[config.mk]
export PLATFORM = sky130hd
export DESIGN_NAME = dm_store_rmw_flat
export DESIGN_NICKNAME = d
export VERILOG_FILES = /design/src/rtl/dm_store_rmw_pkg.sv /design/src/rtl/dm_store_rmw_if.sv /design/src/rtl/dm_store_rmw_store_merge.sv /design/src/rtl/dm_store_rmw.sv /design/src/flat_wrapper.sv
export SDC_FILE = /design/constraint.sdc
export NUM_CORES = 1
export LEC_CHECK = 0
export ABC_AREA = 1
export BUFFER_PORTS_ARGS = -buffer_cell sky130_fd_sc_hd__buf_2
export CAP_MARGIN = 20
export CORE_MARGIN = 4
export CORE_UTILIZATION = 50
export CTS_CLUSTER_DIAMETER = 150
export DETAILED_ROUTE_END_ITERATION = 16
export HOLD_SLACK_MARGIN = 0.15
export PLACE_DENSITY_LB_ADDON = 0.1
export SLEW_MARGIN = 5
export SYNTH_ARGS = -nofsm -noshare
export SYNTH_HDL_FRONTEND = slang
export SYNTH_HIERARCHICAL = 1
export SYNTH_SLANG_ARGS = --single-unit
[constraint.sdc]
create_clock -name clk -period 3.1 [get_ports clk]
set_input_delay 0.31 -clock clk [delete_from_list [all_inputs] [get_ports clk]]
set_output_delay 0.31 -clock clk [all_outputs]
set_load 0.005 [all_outputs]
[src/rtl/dm_store_rmw_pkg.sv]
// Shared encodings for the store read-modify-write block: access sizes, FSM states
// and the alignment rule.
package dm_store_rmw_pkg;

  typedef logic [1:0] st_size_t;

  // Same encoding as the load extender's word_bit field; 3 is reserved and treated as word.
  localparam st_size_t SZ_WORD = 2'd0;
  localparam st_size_t SZ_HALF = 2'd1;
  localparam st_size_t SZ_BYTE = 2'd2;

  localparam logic [1:0] ST_IDLE = 2'd0;
  localparam logic [1:0] ST_RD   = 2'd1;
  localparam logic [1:0] ST_WR   = 2'd2;
  localparam logic [1:0] ST_RESP = 2'd3;

  function automatic logic is_word(input st_size_t size);
    return (size != SZ_HALF) && (size != SZ_BYTE);
  endfunction

  function automatic logic is_misaligned(input st_size_t size, input logic [1:0] off);
    if (size == SZ_HALF)
      return off[0];
    else if (size == SZ_BYTE)
      return 1'b0;
    else
      return off != 2'b00;
  endfunction

endpackage

[src/rtl/dm_store_rmw_if.sv]
// Store request (MEM stage side) and word-memory port bundled together.
// slave = the store block, master = pipeline plus memory environment.
interface dm_store_rmw_if #(
  parameter int ADDR_W = 32
);
  logic              st_valid;
  logic              st_ready;
  logic [1:0]        st_size;
  logic [ADDR_W-1:0] st_addr;
  logic [31:0]       st_data;
  logic              st_done;
  logic              st_err;
  logic              mem_req;
  logic              mem_we;
  logic [ADDR_W-3:0] mem_addr;
  logic [31:0]       mem_wdata;
  logic [31:0]       mem_rdata;
  logic              mem_ack;

  modport slave (
    input  st_valid, st_size, st_addr, st_data, mem_rdata, mem_ack,
    output st_ready, st_done, st_err, mem_req, mem_we, mem_addr, mem_wdata
  );

  modport master (
    output st_valid, st_size, st_addr, st_data, mem_rdata, mem_ack,
    input  st_ready, st_done, st_err, mem_req, mem_we, mem_addr, mem_wdata
  );
endinterface

[src/rtl/dm_store_rmw_store_merge.sv]
// Combinational lane merge: places right-aligned store data into the old memory word
// using little-endian byte lanes.
module store_merge
  import dm_store_rmw_pkg::*;
(
  input  logic [1:0]  i_size,
  input  logic [1:0]  i_off,
  input  logic [31:0] i_data,
  input  logic [31:0] i_old,
  output logic [31:0] o_word
);

  logic w_word;
  assign w_word = is_word(i_size);

  generate
    for (genvar gi = 0; gi < 4; gi++) begin : g_lane
      localparam logic [1:0] LANE = 2'(gi);
      logic       w_sel;
      logic [7:0] w_src;

      assign w_sel = w_word
                  || ((i_size == SZ_HALF) && (i_off[1] == LANE[1]))
                  || ((i_size == SZ_BYTE) && (i_off == LANE));
      // A half store feeds lanes 0/2 from data[7:0] and lanes 1/3 from data[15:8].
      assign w_src = w_word               ? i_data[8*gi +: 8]
                   : (i_size == SZ_HALF)  ? i_data[8*(gi%2) +: 8]
                   :                        i_data[7:0];
      assign o_word[8*gi +: 8] = w_sel ? w_src : i_old[8*gi +: 8];
    end
  endgenerate

endmodule

[src/rtl/dm_store_rmw.sv]
// Store path into a word-wide data memory without byte enables: word stores are written
// directly, sub-word stores read-modify-write, misaligned stores are dropped with st_err.
module dm_store_rmw
  import dm_store_rmw_pkg::*;
#(
  parameter int ADDR_W = 32
) (
  input  logic           clk,
  input  logic           reset,
  dm_store_rmw_if.slave  bus
);

  logic [1:0]        r_state;
  logic [1:0]        r_size;
  logic [1:0]        r_off;
  logic [31:0]       r_data;
  logic [31:0]       r_wbuf;
  logic              r_mem_req;
  logic              r_mem_we;
  logic [ADDR_W-3:0] r_mem_addr;
  logic              r_done;
  logic              r_err;

  logic [31:0]       w_merged;
  logic              w_ack;

  store_merge u_merge (
    .i_size (r_size),
    .i_off  (r_off),
    .i_data (r_data),
    .i_old  (bus.mem_rdata),
    .o_word (w_merged)
  );

  assign w_ack = bus.mem_ack && r_mem_req;

  always_ff @(posedge clk or negedge reset) begin
    if (!reset) begin
      r_state    <= ST_IDLE;
      r_size     <= SZ_WORD;
      r_off      <= 2'b00;
      r_data     <= '0;
      r_wbuf     <= '0;
      r_mem_req  <= 1'b0;
      r_mem_we   <= 1'b0;
      r_mem_addr <= '0;
      r_done     <= 1'b0;
      r_err      <= 1'b0;
    end else begin
      r_done <= 1'b0;
      r_err  <= 1'b0;
      case (r_state)
        ST_IDLE: begin
          if (bus.st_valid) begin
            r_size <= bus.st_size;
            r_off  <= bus.st_addr[1:0];
            r_data <= bus.st_data;
            if (is_misaligned(bus.st_size, bus.st_addr[1:0])) begin
              r_state <= ST_RESP;
              r_err   <= 1'b1;
            end else begin
              r_state    <= is_word(bus.st_size) ? ST_WR : ST_RD;
              r_mem_req  <= 1'b1;
              r_mem_we   <= is_word(bus.st_size);
              r_mem_addr <= bus.st_addr[ADDR_W-1:2];
              if (is_word(bus.st_size))
                r_wbuf <= bus.st_data;
            end
          end
        end
        ST_RD: begin
          // mem_req stays high across the read-to-write turn; only we and wdata change.
          if (w_ack) begin
            r_wbuf   <= w_merged;
            r_mem_we <= 1'b1;
            r_state  <= ST_WR;
          end
        end
        ST_WR: begin
          if (w_ack) begin
            r_mem_req <= 1'b0;
            r_mem_we  <= 1'b0;
            r_done    <= 1'b1;
            r_state   <= ST_RESP;
          end
        end
        default: r_state <= ST_IDLE;
      endcase
    end
  end

  assign bus.st_ready  = (r_state == ST_IDLE);
  assign bus.st_done   = r_done;
  assign bus.st_err    = r_err;
  assign bus.mem_req   = r_mem_req;
  assign bus.mem_we    = r_mem_we;
  assign bus.mem_addr  = r_mem_addr;
  assign bus.mem_wdata = r_wbuf;

endmodule

[src/flat_wrapper.sv]
// flat-port wrapper written by rule: the top's interface ports become plain ports
module dm_store_rmw_flat import dm_store_rmw_pkg::*;
#(
  parameter int ADDR_W = 32
)
  (clk, reset, bus_st_valid, bus_st_size, bus_st_addr, bus_st_data, bus_mem_rdata, bus_mem_ack, bus_st_ready, bus_st_done, bus_st_err, bus_mem_req, bus_mem_we, bus_mem_addr, bus_mem_wdata);
  dm_store_rmw_if #(.ADDR_W(ADDR_W)) bus_i ();
  input  logic clk;
  input  logic reset;
  input wire logic [$bits(bus_i.st_valid)-1:0] bus_st_valid;
  input wire logic [$bits(bus_i.st_size)-1:0] bus_st_size;
  input wire logic [$bits(bus_i.st_addr)-1:0] bus_st_addr;
  input wire logic [$bits(bus_i.st_data)-1:0] bus_st_data;
  input wire logic [$bits(bus_i.mem_rdata)-1:0] bus_mem_rdata;
  input wire logic [$bits(bus_i.mem_ack)-1:0] bus_mem_ack;
  output wire logic [$bits(bus_i.st_ready)-1:0] bus_st_ready;
  output wire logic [$bits(bus_i.st_done)-1:0] bus_st_done;
  output wire logic [$bits(bus_i.st_err)-1:0] bus_st_err;
  output wire logic [$bits(bus_i.mem_req)-1:0] bus_mem_req;
  output wire logic [$bits(bus_i.mem_we)-1:0] bus_mem_we;
  output wire logic [$bits(bus_i.mem_addr)-1:0] bus_mem_addr;
  output wire logic [$bits(bus_i.mem_wdata)-1:0] bus_mem_wdata;
  assign bus_i.st_valid = bus_st_valid;
  assign bus_i.st_size = bus_st_size;
  assign bus_i.st_addr = bus_st_addr;
  assign bus_i.st_data = bus_st_data;
  assign bus_i.mem_rdata = bus_mem_rdata;
  assign bus_i.mem_ack = bus_mem_ack;
  assign bus_st_ready = bus_i.st_ready;
  assign bus_st_done = bus_i.st_done;
  assign bus_st_err = bus_i.st_err;
  assign bus_mem_req = bus_i.mem_req;
  assign bus_mem_we = bus_i.mem_we;
  assign bus_mem_addr = bus_i.mem_addr;
  assign bus_mem_wdata = bus_i.mem_wdata;
  dm_store_rmw #(.ADDR_W(ADDR_W)) u_core (.clk(clk), .reset(reset), .bus(bus_i));
endmodule
# == Word level (Yosys, flattened, before mapping) ==
# Cells that the tools add are included.
# op_classes
eq_ne,18
n_mux,36
bitwise_logic,2
reduce_logical,27
# ops
cell,n
2-to-1 mux 32 bit,4
2-to-1 mux 8 bit,8
case mux 32 bit (2 select lines),1
2-to-1 mux 1 bit,15
equality test 2 bit (second input constant),5
2-to-1 mux 2 bit,5
!= test 2 x 1 -> 1 bit (second input constant),5
AND reduction 5 bit,2
logical AND 1 bit,9
equality test 2 x 1 -> 1 bit (second input constant),4
!= test 2 bit (second input constant),4
logical OR 1 bit,6
case mux 2 bit (3 select lines),1
AND reduction 3 bit,2
nonzero test 2 bit,3
logical NOT 2 bit,2
AND reduction 4 bit,1
case mux 1 bit (3 select lines),1
nonzero test 3 bit,1
inverter 1 bit,2
case mux 1 bit (2 select lines),1
AND reduction 2 bit,1
# word_totals
register_bits,104
inputBits,102
output_inout_bits,67
word_cells,93

# == Logic depth before layout (Yosys ltp) ==
# Gate-level depths: netlist of the first run.
# logic_depth
ltp_word,8
ltp_mapped,13

# == Modules after synthesis ==
# Netlist of the first run, hierarchy kept.
# modules_own_cells
module,n_inst,cells_each,area_per_inst_um2,seq_area_each_um2
dm_store_rmw,1,544,4586.9,2602.5
store_merge,1,213,994.7,0.0

# == Least setup slack after synthesis of the first run ==
# No wires, ideal clock.
# synth_timing
kind,reg2reg
from,reg u_core.r_size[0]
to,reg u_core.r_wbuf[16] (netlist: u_core/bus.mem_wdata[16])
arrival_ps,1424
path_slack_ps,1559
stages_incl_launch_ff,12
path_cell_list,dfrtp_1 -> inv_1 -> ha_1 -> clkbuf_1 -> buf_2 -> o21ai_0 -> nand2_1 -> nand2_1 -> nand2_1 -> o21ai_0 -> nand3_1 -> nand2_1
# synth_via
elab_chain_len,7
# synth_lines
item,line_no,source
from (decl),dm_store_rmw.sv:14,logic [1:0] r_size;
from (signal assigned),dm_store_rmw.sv:55,r_size <= bus.st_size;
"!= test 2 x 1 -> 1 bit, or another cell as far along",dm_store_rmw_pkg.sv:18,return (size != SZ_HALF) && (size != SZ_BYTE);
logical AND 1 bit (on tied branches),"dm_store_rmw_pkg.sv:18, dm_store_rmw_store_merge.sv:23",
logical OR 1 bit,dm_store_rmw_store_merge.sv:23,|| ((i_size == SZ_HALF) && (i_off[1] == LANE[1]))
logical OR 1 bit,dm_store_rmw_store_merge.sv:24,|| ((i_size == SZ_BYTE) && (i_off == LANE));
2-to-1 mux 8 bit *,dm_store_rmw_store_merge.sv:29,assign o_word[8*gi +: 8] = w_sel ? w_src : i_old[8*gi +: 8];
net u_core.w_merged[16],dm_store_rmw.sv:24,logic [31:0] w_merged;
2-to-1 mux 32 bit *,dm_store_rmw.sv:73,if (w_ack) begin
case mux 32 bit (2 select lines) *,dm_store_rmw.sv:52,case (r_state)
to (signal assigned),dm_store_rmw.sv:67,r_wbuf <= bus.st_data;
to (signal assigned),dm_store_rmw.sv:74,r_wbuf <= w_merged;
to (decl),dm_store_rmw.sv:17,logic [31:0] r_wbuf;
# Mark *: on every way through the listed nets, which the timed path passes. The rest lies on a longest branch. The select of a mux whose other input is x is not followed.
# A chain may end at the register's enable or synchronous reset.

# == Worst setup path in the final report of the first run ==
# layout_timing
from,reg u_core.r_size[1]
to,reg u_core.r_wbuf[21] (netlist: u_core/bus.mem_wdata[21])
# The elaborated chain is that of the path after synthesis.

==> results of run 1 <==
[final cells by class]
class,count,area [µm²],area share (%)
clock inverters,3,43.8,0.652
well taps,140,175,2.61
inverters,69,269,4.00
repair buffers,185,1010,15.0
flip-flops and latches,104,2600,38.7
clock buffers,12,135,2.01
multi-input cells,545,2480,37.0
[cell usage in the layout (no fill, tap or decap), types with 2 or more instances in the layout]
master	instances
ha_1	7
buf_4	7
dlygate4sd3_1	10
clkbuf_8	9
nand2_4	5
dfrtp_1	104
inv_1	66
nand3_2	2
nand2_1	335
nand2_2	5
clkbuf_1	3
buf_2	167
nand2_8	2
nand3_1	95
nor2_1	4
o21ai_0	78
a21oi_1	3
[flip-flops by register name, indices dropped and copies added, names as in the netlist]
signal and cells:
u_core/r_state 2, u_core/bus.st_done 1, u_core/bus.mem_we 1, u_core/r_size 2, u_core/r_data 32, u_core/bus.mem_addr 30, u_core/bus.st_err 1, u_core/bus.mem_wdata 32
u_core/bus.mem_req 1, u_core/r_off 2
[routing by layer]
layer / GRT usage (%) / wire, µm / vias up
met4: 8.97 / 238 / 0
met5: 0 / 0 / -
met1: 32.7 / 6750 / 2533
met3: 3.40 / 801 / 18
met2: 42.2 / 7690 / 151
li1: - / - / 2679
[synthesized netlist by cell type]
library cell and n:
a21oi_1 3, buf_2 15, buf_4 6, buf_6 4
buf_8 1, clkbuf_1 13, dfrtp_1 104, ha_1 8
inv_1 66, inv_2 1, inv_4 1, inv_8 1
mux2i_1 1, nand2_1 335, nand2_2 5, nand2_4 5
nand2_8 2, nand3_1 95, nand3_2 2, nand4_1 1
nor2_1 4, nor2_4 1, o211a_4 1, o21ai_0 78
o21ai_1 1, o21ai_4 1, o21bai_1 1, o22ai_1 1
[power breakdown]
group	internal (mW)	switching, mW	total [mW]
clock network	0.371	0.463	0.834
logic	1.35	2.51	3.86
registers	1.99	0.372	2.36
total	3.71	3.35	7.06
[stage by stage]
step	area (µm²)	cells
2_1_floorplan	5580	757
6_report	6720	1058
3_5_place_dp	6440	1033
5_1_grt	6720	1058
4_1_cts	6720	1058
3_3_place_gp	6440	1033
[worst max-delay path: cells and delay by family (launching register included)]
family                   cells  cell delay (ns)
AO/OA/AOI/OAI                2             0.26
adder cells (fa/ha/maj)      1             0.56
buffers and inverters        2             0.17
flip-flops                   1             0.42
AND/OR/NAND/NOR              7             0.76
[kinds of logic (layout without fill, tap and decap cells)]
family | after synthesis | count (layout) | synth area share (%)
simple gates | 450 | 450 | 34.3
buf+inv | 108 | 269 | 8.92
flops | 104 | 104 | 46.6
compound gates | 86 | 86 | 8.20
fa+ha+maj | 8 | 8 | 1.79
mux | 1 | 1 | 0.179
[worst max-delay path by stage]
stage                       from                  endpoint
2_1_floorplan   u_core/r_size[0]  u_core/bus.mem_wdata[16]
3_3_place_gp      bus_st_size[1]        u_core/bus.mem_req
3_5_place_dp      bus_st_size[1]        u_core/bus.mem_req
4_1_cts         u_core/r_size[1]  u_core/bus.mem_wdata[27]
5_1_grt        u_core/r_state[1]        u_core/bus.mem_req
6_report        u_core/r_size[1]  u_core/bus.mem_wdata[21]
==> out/summary.txt, run 1 <==
Fmax: 447 MHz
R2R cell count: 12
Critical R2R Launch: u_core/r_size[1]
Std cell rows: 38
Data required time at the worst endpoint: 3.41 ns
Synthesized flop and latch total: 104
# IOs: 169
First-pass GRT wire length: 25.8 mm
Wirelength per Cell: 14.6 µm
Actual slew at the worst max-slew pin: 0.955 ns
RSZ-0062 raised after global routing: no
Setup TNS Final: 0 ns
Clock Sinks: 104
Cell taking the most area after synthesis: dfrtp_1
CP arrival: 2.55 ns
Type of the worst min-delay path: in -> reg
Ys Warns: 6
Antenna violations before repair: 0
Area contributors post-synth: dfrtp_1 (47%), nand2_1 (23%), nand3_1 (8.5%), o21ai_0 (7.0%), inv_1 (4.4%)
CTS Buf Count: 9
Number of cells on the worst hold path: 3
Hold Startpoint: bus_st_addr[4]
CP most frequent cell: nand2_1
Vias in the first global route: 5416
Status: finished, final reports clean
Avg Synthesized Cell Area: 7.37 µm²
Largest net degree at the start of global routing: 73
DRT Pass-1 Iters: 7
Initial core utilization: 51.3%
Final worst-path cycle share: 72.1%
Grt total ovfl: 0
PortBufs: 168
Final Hold Viols: 0
Final antenna diode count: 0
DRC: 0
Pins over their slew limit: 0
P&R area growth vs syn: 20.4%
Setup ws final: 0.864 ns
Netlist cell types: 28
Maximum VDD drop: 0.000606 V
Skew final: 0.00871 ns
CP startpoint kind: flip-flop
Layout Nets: 1024
Share of cells above drive strength 1: 22.7%
Clock slew seen by the registers of the worst setup and hold paths: 0.09 ns
DP HPWL: 11.3 mm
Post-Syn Instances: 757
Die Span X: 114 µm
Pre-CTS WS: 0.842 ns
CP Class: reg -> reg
Period minus WS final: 2.24 ns
CP max stage cell: ha_1
Vias/cell: 5.09
Die height: 114 µm
Syn_nets: 867
Max Cap Viol: 0
Fin Hold WS: 0.169 ns
Post-CTS sizing: 0
Setup-failing EPs final: 0
Hold buffer count at cts: 10
Lkg Pwr: 3.91 nW
Vias: 5381
Clock tree buffer depth: 2
Worst-path cell chain: inv_1 > ha_1 > nand2_2 > o21ai_4 > inv_4 > nand2_4 > nand2_1 > nand2_1 > nand2_1 > o21ai_0 > nand3_1 > nand2_1
GP Congestion: 0.863
# Post-CTS Setup Buffers: 0
Worst skew pair latency: 0.37 ns
Crit-path max FO: 11
Max_slew headroom: 36.2%
P per Cell Area: 1050 nW/µm²
Die area: 12900 µm²
Crit. End Element: flip-flop
Core area: 10900 µm²
Detailed Route WL: 15.5 mm
Sequential-to-total area share from yosys stat: 46.6%
Total track usage: 24.9%
R2r setup slk: 0.86 ns
Final Util: 61.7%
Number of fillers in the final layout: 1042
Routed Antenna Nets: 0
Clock Tree Root: clkbuf_8
Hold endpoint: u_core/bus.mem_addr[2]
Total power: 7.06 mW
Mapped Area: 5580 µm²
CP peak stage delay: 0.56 ns
Reg-to-reg endpoint: u_core/bus.mem_wdata[21]
Initial DRC count: 331
Max H-tree Level: 3
Top cell type's share of synthesized area: 46.6%
CTS tree: yes
Note: power is estimated with default switching activity, not from simulation.
==> run 2: changes to the inputs <==
--- a/config.mk
+++ b/config.mk
@@ -9,7 +9,7 @@
 export BUFFER_PORTS_ARGS = -buffer_cell sky130_fd_sc_hd__buf_2
 export CAP_MARGIN = 20
 export CORE_MARGIN = 4
-export CORE_UTILIZATION = 50
+export CORE_UTILIZATION = 47
 export CTS_CLUSTER_DIAMETER = 150
 export DETAILED_ROUTE_END_ITERATION = 16
 export HOLD_SLACK_MARGIN = 0.15
==> constraint.sdc (replaced) <==
create_clock -name clk -period 1.8 [get_ports clk]
set_input_delay 0.18 -clock clk [delete_from_list [all_inputs] [get_ports clk]]
set_output_delay 0.18 -clock clk [all_outputs]
set_load 0.005 [all_outputs]
==> run 2 against run 1 <==
Clock power rose to 2.7 times the previous value. Final area is 16% higher. Non-clock buffer count increased by 78. Power increased by 100%. Critical path depth did not move. Cell count increased by 7.8%. Flip-flop and latch count unchanged. Hold slack worse by 0.0059 ns. Die area is 5.9% higher. Highest routed layer unchanged.
==> out/summary.txt, run 2 (synthesis gave the netlist of run 1 again) <==
Skew final: 0.00800 ns (-0.000708 ns)
CP arrival: 2.09 ns (-0.46 ns)
# IOs: 169 (unchanged)
Period minus WS final: 1.79 ns (-0.449 ns)
Fin area: 7780 µm² (+16%)
Final worst-path cycle share: 99.3% (+27 points)
Vias in the first global route: 5755 (+6.3%)
CP startpoint kind: flip-flop
CP max stage cell: dfrtp_1
DRC: 0 (unchanged)
Lkg Pwr: 4.36 nW (+12%)
Placed standard-cell area: 6560 µm² (+1.9%)
P per Cell Area: 1810 nW/µm² (+73%)
Crit-path leading delay family: simple AND/OR/NAND/NOR gates
Max_slew headroom: 63.8% (+28 points)
DP HPWL: 11.8 mm (+4.4%)
Pins over their slew limit: 0 (unchanged)
Actual slew at the worst max-slew pin: 0.543 ns (-0.412 ns)
Max H-tree Level: 3 (unchanged)
Setup-failing EPs final: 0 (unchanged)
Type of the worst min-delay path: in -> reg
Setup TNS Final: 0 ns (unchanged)
CTS Buf Count: 9 (unchanged)
Data required time at the worst endpoint: 2.11 ns (-1.30 ns)
Worst skew pair latency: 0.36 ns (about the same)
CTS tree: yes
Initial core utilization: 48.5% (-2.8 points)
Max Cap Viol: 0 (unchanged)
Routed Antenna Nets: 0 (unchanged)
Final Hold Viols: 0 (unchanged)
Vias/cell: 5.07 (-0.28%)
GP Congestion: 0.889 (+3.0%)
Worst-path cell chain: inv_2 > ha_4 > buf_12 > o21ai_4 > clkinv_4 > nand2_8 > nand2_2 > nand2_2 > nand2_1 > o21ai_1 > nand3_1 > nand2_1
Die Span X: 117 µm (+2.9%)
Status: finished, final reports clean
Crit-path max FO: 8 (-3)
PortBufs: 168 (unchanged)
Clock Tree Root: clkbuf_16
RSZ-0062 raised after global routing: yes
Clock tree buffer depth: 2 (unchanged)
Largest net degree at the start of global routing: 73 (unchanged)
Final Util: 67.6% (+5.9 points)
Std cell rows: 39 (+2.6%)
Die height: 117 µm (+2.9%)
Clock slew seen by the registers of the worst setup and hold paths: 0.07 ns (-0.02 ns)
P&R area growth vs syn: 39.4%
First-pass GRT wire length: 27.4 mm (+6.1%)
CP peak stage delay: 0.39 ns (-0.17 ns)
Core area: 11500 µm² (+5.8%)
Die area: 13700 µm² (+5.9%)
Layout Nets: 1103 (+7.7%)
CP Class: reg -> reg
Fin Hold WS: 0.163 ns (-0.00587 ns)
Vias: 5787 (+7.5%)
Clock Sinks: 104 (unchanged)
Total power: 14.1 mW (+100%)
Detailed Route WL: 17.3 mm (+12%)
Total track usage: 25.6% (+0.68 points)
Final antenna diode count: 0 (unchanged)
Commonest non-fill, non-tap cells in the layout: nand2_1 (330), buf_2 (167), dfrtp_1 (104)
Fmax: 559 MHz (+25%)
Maximum VDD drop: 0.00105 V (+74%)
Most common cell after layout, fill and taps aside: nand2_1
Share of cells above drive strength 1: 24.6% (+2.0 points)
Wirelength per Cell: 15.2 µm (+3.9%)
Grt total ovfl: 0 (unchanged)
Initial DRC count: 409 (+24%)
Crit. End Element: flip-flop
Number of fillers in the final layout: 992 (-4.8%)
Antenna violations before repair: 0 (unchanged)
DRT Pass-1 Iters: 4 (-3)
Buf/Inv on CP: 3 (+1)
==> run 2: changes by cell type in the layout (fill, tap and decap cells not counted), sizes merged <==
cell	change
clkinv	+2
buf	+19
dlygate4sd3	+58
inv	+1
bufinv	+1
clkbuf	-1
==> run 2: tightest hold or removal path: cells and delay by family <==
kind,cells,cell delay (ns)
buffers and inverters,2,0.19
AO/OA/AOI/OAI,1,0.11
==> run 2: path summary, 6_finish.rpt <==
path | from | endpoint | slack (ns) | cells past startpoint
setup / recovery | u_core/r_size[1] | u_core/bus.mem_wdata[31] | 0.01 | 12
max in group asynchronous | reset | u_core/bus.mem_wdata[22] | 0.85 | 3
hold reg to reg | u_core/bus.mem_wdata[19] | u_core/bus.mem_wdata[19] | 0.47 | 2
setup reg to reg | u_core/r_size[1] | u_core/bus.mem_wdata[31] | 0.01 | 12
hold / removal | bus_st_data[8] | u_core/r_data[8] | 0.16 | 3
min in group asynchronous | reset | u_core/bus.mem_addr[5] | 0.35 | 2
==> run 2: cell type report <==
class,instances,area (µm²),area share [%]
Inverter,69,274,3.52
Sequential cell,104,2600,33.4
Multi-Input combinational cell,545,2560,32.9
Timing Repair Buffer,263,1820,23.4
Clock buffer,10,239,3.07
Timing Repair inverter,1,5.00,0.0643
Tap cell,143,179,2.30
Clock inverter,6,100,1.29
==> run 2: repair_timing <==
item / in CTS / in global routing
setup buffers: 0 / 10
resized for setup: 0 / 32
endpoints found under the hold margin: 104 / 0
setup endpoints to repair: 0 / 33
hold buffers: 68 / 0
==> run 2: metrics by stage <==
stage / worst slack (ns) / cells
floorplan: 0.259 / 757
global placement: 0.0657 / 1045
detailed placement: 0.0375 / 1045
CTS: 0.0232 / 1129
global route: -0.0913 / 1141
finish: 0.0124 / 1141
==> run 2: report_power, final <==
group | switching (mW) | leakage (nW) | internal (mW) | total [mW]
clock network | 0.959 | 0.167 | 1.28 | 2.24
logic | 4.69 | 2.89 | 3.06 | 7.75
registers | 0.684 | 1.30 | 3.43 | 4.12
total | 6.34 | 4.36 | 7.77 | 14.1
==> run 2: per-layer routing <==
| layer | routed length [µm] | up-vias | global-route usage [%] |
|---|---|---|---|
| li1 | - | 2858 | - |
| met1 | 7140 | 2713 | 30.1 |
| met2 | 8770 | 185 | 45.2 |
| met3 | 1050 | 31 | 6.99 |
| met4 | 386 | 0 | 8.26 |
| met5 | 0 | - | 0 |
